`src/rtl/multi_edge_det.sv`:
```
// Multi-channel synchronising, debouncing edge detector with masked events,
// sticky per-channel flags and a saturating total-event counter.
module multi_edge_det #(
   parameter int unsigned WIDTH       = 8,
   parameter int unsigned SYNC_STAGES = 2,
   parameter int unsigned DEBOUNCE    = 4,
   parameter int unsigned CNT_W       = 8
) (
   input  logic             clk,
   input  logic             rst,
   input  logic [WIDTH-1:0] sig,
   input  logic [WIDTH-1:0] rise_en,
   input  logic [WIDTH-1:0] fall_en,
   input  logic [WIDTH-1:0] flag_clr,
   output logic [WIDTH-1:0] pe,
   output logic [WIDTH-1:0] ne,
   output logic [WIDTH-1:0] ev,
   output logic [WIDTH-1:0] flag,
   output logic [CNT_W-1:0] ev_cnt,
   output logic             any_ev
);

   localparam int unsigned DB_W    = $clog2(DEBOUNCE) + 1;
   localparam int unsigned DB_LAST = (DEBOUNCE > 1) ? DEBOUNCE - 1 : 0;
   localparam int unsigned PC_W    = $clog2(WIDTH + 1);
   localparam int unsigned SUM_W   = ((CNT_W > PC_W) ? CNT_W : PC_W) + 1;
   localparam logic [CNT_W-1:0] CNT_MAX = {CNT_W{1'b1}};

   logic [WIDTH-1:0] sync_q [SYNC_STAGES];
   logic [DB_W-1:0]  db_cnt [WIDTH];
   logic [DB_W-1:0]  db_cnt_next [WIDTH];
   logic [WIDTH-1:0] syn;
   logic [WIDTH-1:0] st;
   logic [WIDTH-1:0] st_next;
   logic [PC_W-1:0]  ev_pop;
   logic [SUM_W-1:0] cnt_sum;
   logic [CNT_W-1:0] ev_cnt_next;

   assign syn = sync_q[SYNC_STAGES-1];

   // Input synchroniser chain, one column per channel
   always_ff @(posedge clk or posedge rst) begin
      if (rst) begin
         for (int i = 0; i < SYNC_STAGES; i++) sync_q[i] <= '0;
      end else begin
         sync_q[0] <= sig;
         for (int i = 1; i < SYNC_STAGES; i++) sync_q[i] <= sync_q[i-1];
      end
   end

   // Filtered state flips only after DEBOUNCE consecutive differing cycles
   always_comb begin
      st_next = st;
      for (int i = 0; i < WIDTH; i++) begin
         db_cnt_next[i] = '0;
         if (syn[i] != st[i]) begin
            if (db_cnt[i] == DB_W'(DB_LAST)) st_next[i] = syn[i];
            else                             db_cnt_next[i] = db_cnt[i] + DB_W'(1);
         end
      end
   end

   always_ff @(posedge clk or posedge rst) begin
      if (rst) begin
         st <= '0;
         pe <= '0;
         ne <= '0;
         for (int i = 0; i < WIDTH; i++) db_cnt[i] <= '0;
      end else begin
         st <= st_next;
         pe <= st_next & ~st;
         ne <= ~st_next & st;
         for (int i = 0; i < WIDTH; i++) db_cnt[i] <= db_cnt_next[i];
      end
   end

   assign ev     = (pe & rise_en) | (ne & fall_en);
   assign any_ev = |ev;

   // Saturating add of this cycle's event population
   always_comb begin
      ev_pop = '0;
      for (int i = 0; i < WIDTH; i++) ev_pop = ev_pop + PC_W'(ev[i]);
      cnt_sum = SUM_W'(ev_cnt) + SUM_W'(ev_pop);
      if (cnt_sum > SUM_W'(CNT_MAX)) ev_cnt_next = CNT_MAX;
      else                           ev_cnt_next = CNT_W'(cnt_sum);
   end

   // Set dominates clear when both land in the same cycle
   always_ff @(posedge clk or posedge rst) begin
      if (rst) begin
         flag   <= '0;
         ev_cnt <= '0;
      end else begin
         flag   <= ev | (flag & ~flag_clr);
         ev_cnt <= ev_cnt_next;
      end
   end

endmodule

```
`config.mk`:
```
export PLATFORM = sky130hd
export DESIGN_NAME = multi_edge_det
export DESIGN_NICKNAME = d
export VERILOG_FILES = /design/src/rtl/multi_edge_det.sv
export SDC_FILE = /design/constraint.sdc
export NUM_CORES = 1
export LEC_CHECK = 0
export BUFFER_PORTS_ARGS = -buffer_cell sky130_fd_sc_hd__buf_2
export CORE_MARGIN = 2
export CORE_UTILIZATION = 24
export DETAILED_ROUTE_END_ITERATION = 6
export SYNTH_ARGS = -nofsm -noshare
export SYNTH_HDL_FRONTEND = slang
export SYNTH_SLANG_ARGS = --single-unit
export TNS_END_PERCENT = 30
```
`constraint.sdc`:
```
create_clock -name clk -period 4.91 [get_ports clk]
set_clock_uncertainty 0.05 [all_clocks]
set_input_delay 0 -clock clk [delete_from_list [all_inputs] [get_ports clk]]
set_output_delay 0 -clock clk [all_outputs]
set_load 0.05 [all_outputs]
```
Word level (Yosys, flattened, before mapping). Cells that the tools add are included.

Add/sub/neg operators: 16. Order comparisons: 1. Equality and inequality tests: 16. Mux-type cells: 33. Bitwise logic cells: 10. Reduce and logical (&&, ||, !) cells: 1.

Operator list (number): 3-bit 2-to-1 mux (16); 8-bit AND (5); 3-bit by 1-bit adder with 3-bit output, second input constant (8); 3-bit by 2-bit equality test with 1-bit output, second input constant (8); 8-bit inverter (3); 4-bit by 1-bit adder with 4-bit output (4); 1-bit 2-to-1 mux (16); 8-bit OR (2); 8-bit by 4-bit adder with 9-bit output (1); 9-bit by 8-bit greater-than comparator with 1-bit output, second input constant (1); 8-bit 2-to-1 mux (1); 1-bit inequality test (8); 8-bit OR reduction (1); 3-bit by 1-bit adder with 4-bit output (1); 2-bit by 1-bit adder with 3-bit output (1); 1-bit by 1-bit adder with 2-bit output (1).

Bits in registers: 80. Bits of input ports: 34. Output and inout port bits: 41.

Depth between registers and ports, before layout.
Word-level depth: 12. Gate-level depth with buffers: 11.

Least setup slack after synthesis. No wires, ideal clock.

Path kind: reg-to-reg. Start point: register pe[1]. End point: register ev_cnt[6]. Library setup time: 0.125 ns. Data arrival time: 3.785 ns. Path slack: 0.950 ns. Cell stages (with the launch flop): 11. Clock period less this slack: 3.960 ns. Cells stage by stage: dfrtp_1 -> a22oi_1 -> fa_1 -> fa_1 -> fa_1 -> fa_1 -> fa_1 -> nor2b_4 -> o21a_2 -> o211ai_1 -> mux2_2.

Word-level cells in the longest chain between the ends: 12.

Ends and longest elaborated chain: start: declaration (RTL line 15) `output logic [WIDTH-1:0] pe,`; start signal: assignment (RTL line 71) `pe <= st_next & ~st;`; 8-bit AND (*) (RTL line 77) `assign ev = (pe & rise_en) | (ne & fall_en);`; 8-bit OR (*) (RTL line 77); 1-bit by 1-bit adder with 2-bit output (*) (RTL line 83) `for (int i = 0; i < WIDTH; i++) ev_pop = ev_pop + PC_W'(ev[i]);`; 2-bit by 1-bit adder with 3-bit output (*) (RTL line 83); 3-bit by 1-bit adder with 4-bit output (*) (RTL line 83); 4-bit by 1-bit adder with 4-bit output (*) (4 in series) (RTL line 83); 8-bit by 4-bit adder with 9-bit output (*) (RTL line 84) `cnt_sum = SUM_W'(ev_cnt) + SUM_W'(ev_pop);`; 9-bit by 8-bit greater-than comparator with 1-bit output (RTL line 85) `if (cnt_sum > SUM_W'(CNT_MAX)) ev_cnt_next = CNT_MAX;`; 8-bit 2-to-1 mux (*) (RTL line 85); via ev_cnt_next[6] (RTL line 37) `logic [CNT_W-1:0] ev_cnt_next;`; end signal: assignment (RTL line 96) `ev_cnt <= ev_cnt_next;`; end: declaration (RTL line 19) `output logic [CNT_W-1:0] ev_cnt,`.

The timed path passes the listed nets; every way through them passes the cells marked *.

Worst setup path after layout. Same ends and word-level chain as after synthesis.

==> results_dict.tcl <==
set metrics [dict create \
    status "completed" \
    vias 2149 \
    die_w_um 120 \
    whs_ns 0.255 \
    num_io_pins 75 \
    grt_max_degree 81 \
    track_usage 0.0999 \
    drc_errors 0 \
    pwr-share-clk 0.331 \
    setup_viol 0 \
    p_per_area_nw_per_um2 493 \
    initial_core_util 0.245 \
    ys_async_sr_fraction 1.00 \
    p_sw_uw 680 \
    timing.fmax_ghz 0.255 \
    synth_cell_type_count 32 \
    io_buffers 74 \
    antenna_found_initial 0 \
    first_pass_iters 4 \
    avgSynthCellArea_um2 13.8 \
    placed_cell_area_um2 3840 \
    syn_nets 288 \
    synth_edf_count 0 \
    grt-ovfl-total 0 \
    grt_setup_unrepaired "no" \
    synthFlopType "dfrtp_1" \
    detail-route-antenna-nets 0 \
    drt_iter0_drc 94 \
    setup_slack_ns 0.982 \
    maxSlewHeadroom 0.327 \
    worstPathCellList "a22oi_1, fa_1, fa_1, fa_1, fa_1, fa_1, nor2b_4, o21a_2, o211ai_1, mux2_2" \
    syn_to_final_growth_pct 36.2 \
    path_buf_inv 0 \
    dp_slack_ns 0.945 \
    internal_power_uw 1490 \
    ys_warn_count 0 \
    maxCapViolations 0 \
    cts-root-buf "clkbuf_16" \
    synth_seq_area_share 0.618 \
    n_antenna_cell 0 \
    synth_area_leaders "dfrtp_1 62%, nor3b_1 6.0%, ha_1 5.8%" \
    row_count 42 \
    r2r-start "pe[1]" \
    place_congestion 0.734 \
    yosysMostFrequentCell "dfrtp_1" \
    crit_path_max_incr_delay_ns 0.51 \
    wl_per_cell_um 12.3 \
    comb_power_share 0.266 \
    grt_pass1_vias 2260 \
    htree_levels 3 \
    crit_fanout 4 \
    multi_input_area_um2 1150 \
    seqCellArea_um2 2000 \
    fillers 1302 \
    p_leak_uw 0.00225 \
    die_y_um 120 \
    clk_pin_slew_ns 0.06 \
    cp.required_ns 5.08 \
    wl_mm 6.43 \
    cts.sinks 80 \
    final.period_utilization 0.800 \
    insertion_delay_ns 0.33 \
    slowest_stage "fa_1" \
    power_frac_seq 0.403 \
    startpoint "pe[1]" \
    critical_path.top_delay_family "adder cells" \
    clockBufferDepth 2 \
    hpwlAfterDp_mm 4.61 \
    routed_via_density 4.09 \
    synthesis.instances 234 \
    synth_seq_cells 80 \
    tightest_slew_ns 1.01 \
    yosysTopAreaCell "dfrtp_1" \
    crit_type "register to register" \
    synth_top_area_frac 0.618 \
    post_cts_resized 0 \
    syn_area_um2 3240 \
    cts_made_buffers 9 \
    min_from "sig[0]" \
    critical_path.startpoint_type "register" \
    report.final.slew_viol_count 0 \
    period_needed_ns 3.93 \
    hold_path_class "input pin to register" \
    peakVddDrop_v 0.000232 \
    endpoint_kind "register" \
    synthTopCellsByCount "80 x dfrtp_1, 26 x nor3b_1, 21 x inv_1" \
    cp_data_arrival_time_ns 4.10 \
    layout.nets 399 \
    crit_path_frequent_cell "fa_1" \
    coreArea_um2 13200 \
    grt_pass1_wl_mm 10.9 \
    fin_util 0.334 \
    drive_gt1_frac 0.321 \
    switching_share 0.313 \
    fin_area_um2 4410 \
    tns_ns 0 \
    hold_viol_final 0 \
    dieArea_um2 14400 \
    cts_tree "built" \
]
==> registers in the layout, indices dropped and copies added, names as in the netlist <==
name,flops
db_cnt,24
ev_cnt,8
flag,8
ne,8
pe,8
st,8
syn,8
sync_q,8
==> placed cells by master, fill, tap and decap left out, drive strengths merged, types with 2 or more instances in the layout <==
cell / count
ha: 15
dfrtp: 80
clkinv: 2
nand2: 4
nor2: 2
a22oi: 8
buf: 75
inv: 22
clkbuf: 12
dlygate4sd3: 25
and3b: 7
nor2b: 10
nor3b: 26
o21ai: 14
mux2: 10
nand2b: 8
nor3: 2
bufinv: 2
fa: 5
xnor2: 8
==> per-layer routing <==
| layer | vias to the layer above | share of wire | global-route usage |
|---|---|---|---|
| li1 | 1023 | - | - |
| met1 | 1052 | 0.44 | 0.127 |
| met2 | 66 | 0.47 | 0.149 |
| met4 | 0 | 0.013 | 0.0353 |
| met5 | - | 0 | 0 |
| met3 | 8 | 0.081 | 0.0466 |
==> final timing paths <==
kind,to,slack (ns),cells after the start
setup / recovery,ev_cnt[6],0.98,10
hold / removal,sync_q[8],0.25,2
setup reg to reg,ev_cnt[6],0.98,10
hold reg to reg,syn[6],0.30,0
max in group asynchronous,db_cnt[9],3.67,4
min in group asynchronous,syn[1],0.46,4
==> stage by stage <==
step / std cells / power (µW)
after CTS: 525 / 2210
final: 525 / 2170
after global routing: 525 / 2320
after global placement: 485 / 1430
after floorplan: 234 / 1310
after detailed placement: 485 / 1450
==> cells by family (layout without fill, tap and decap cells) <==
logic type | count (synthesis) | after routing | share of synthesized area
AO/OA/AOI/OAI | 30 | 30 | 0.0738
XOR/XNOR | 8 | 8 | 0.0216
adder cells (fa/ha/maj) | 20 | 20 | 0.0889
buffers and inverters | 23 | 138 | 0.0267
flip-flops | 80 | 80 | 0.618
multiplexers | 10 | 10 | 0.0348
AND/OR/NAND/NOR | 63 | 63 | 0.136
==> what timing repair did <==
| action | 4_1_cts | 5_1_grt |
|---|---|---|
| setup endpoints to repair | 0 | 0 |
| hold buffers | 25 | 0 |
| setup buffers | 0 | 0 |
| hold endpoints to repair | 68 | 0 |
==> cell type report <==
type                            instances  area share
Multi-Input combinational cell        131       0.261
Tap cell                              176      0.0500
Timing Repair Buffer                  100       0.142
Sequential cell                        80       0.454
Clock inverter                          3      0.0148
Inverter                               23      0.0199
Clock buffer                           12      0.0582
==> power groups by stage <==
stage	clock network, µW	logic (µW)	registers [µW]
4_1_cts	747	589	877
2_1_floorplan	0	314	996
5_1_grt	779	647	895
3_3_place_gp	0	545	881
3_5_place_dp	0	566	887
6_report	720	578	875
Note: power is estimated with default switching activity, not from simulation.
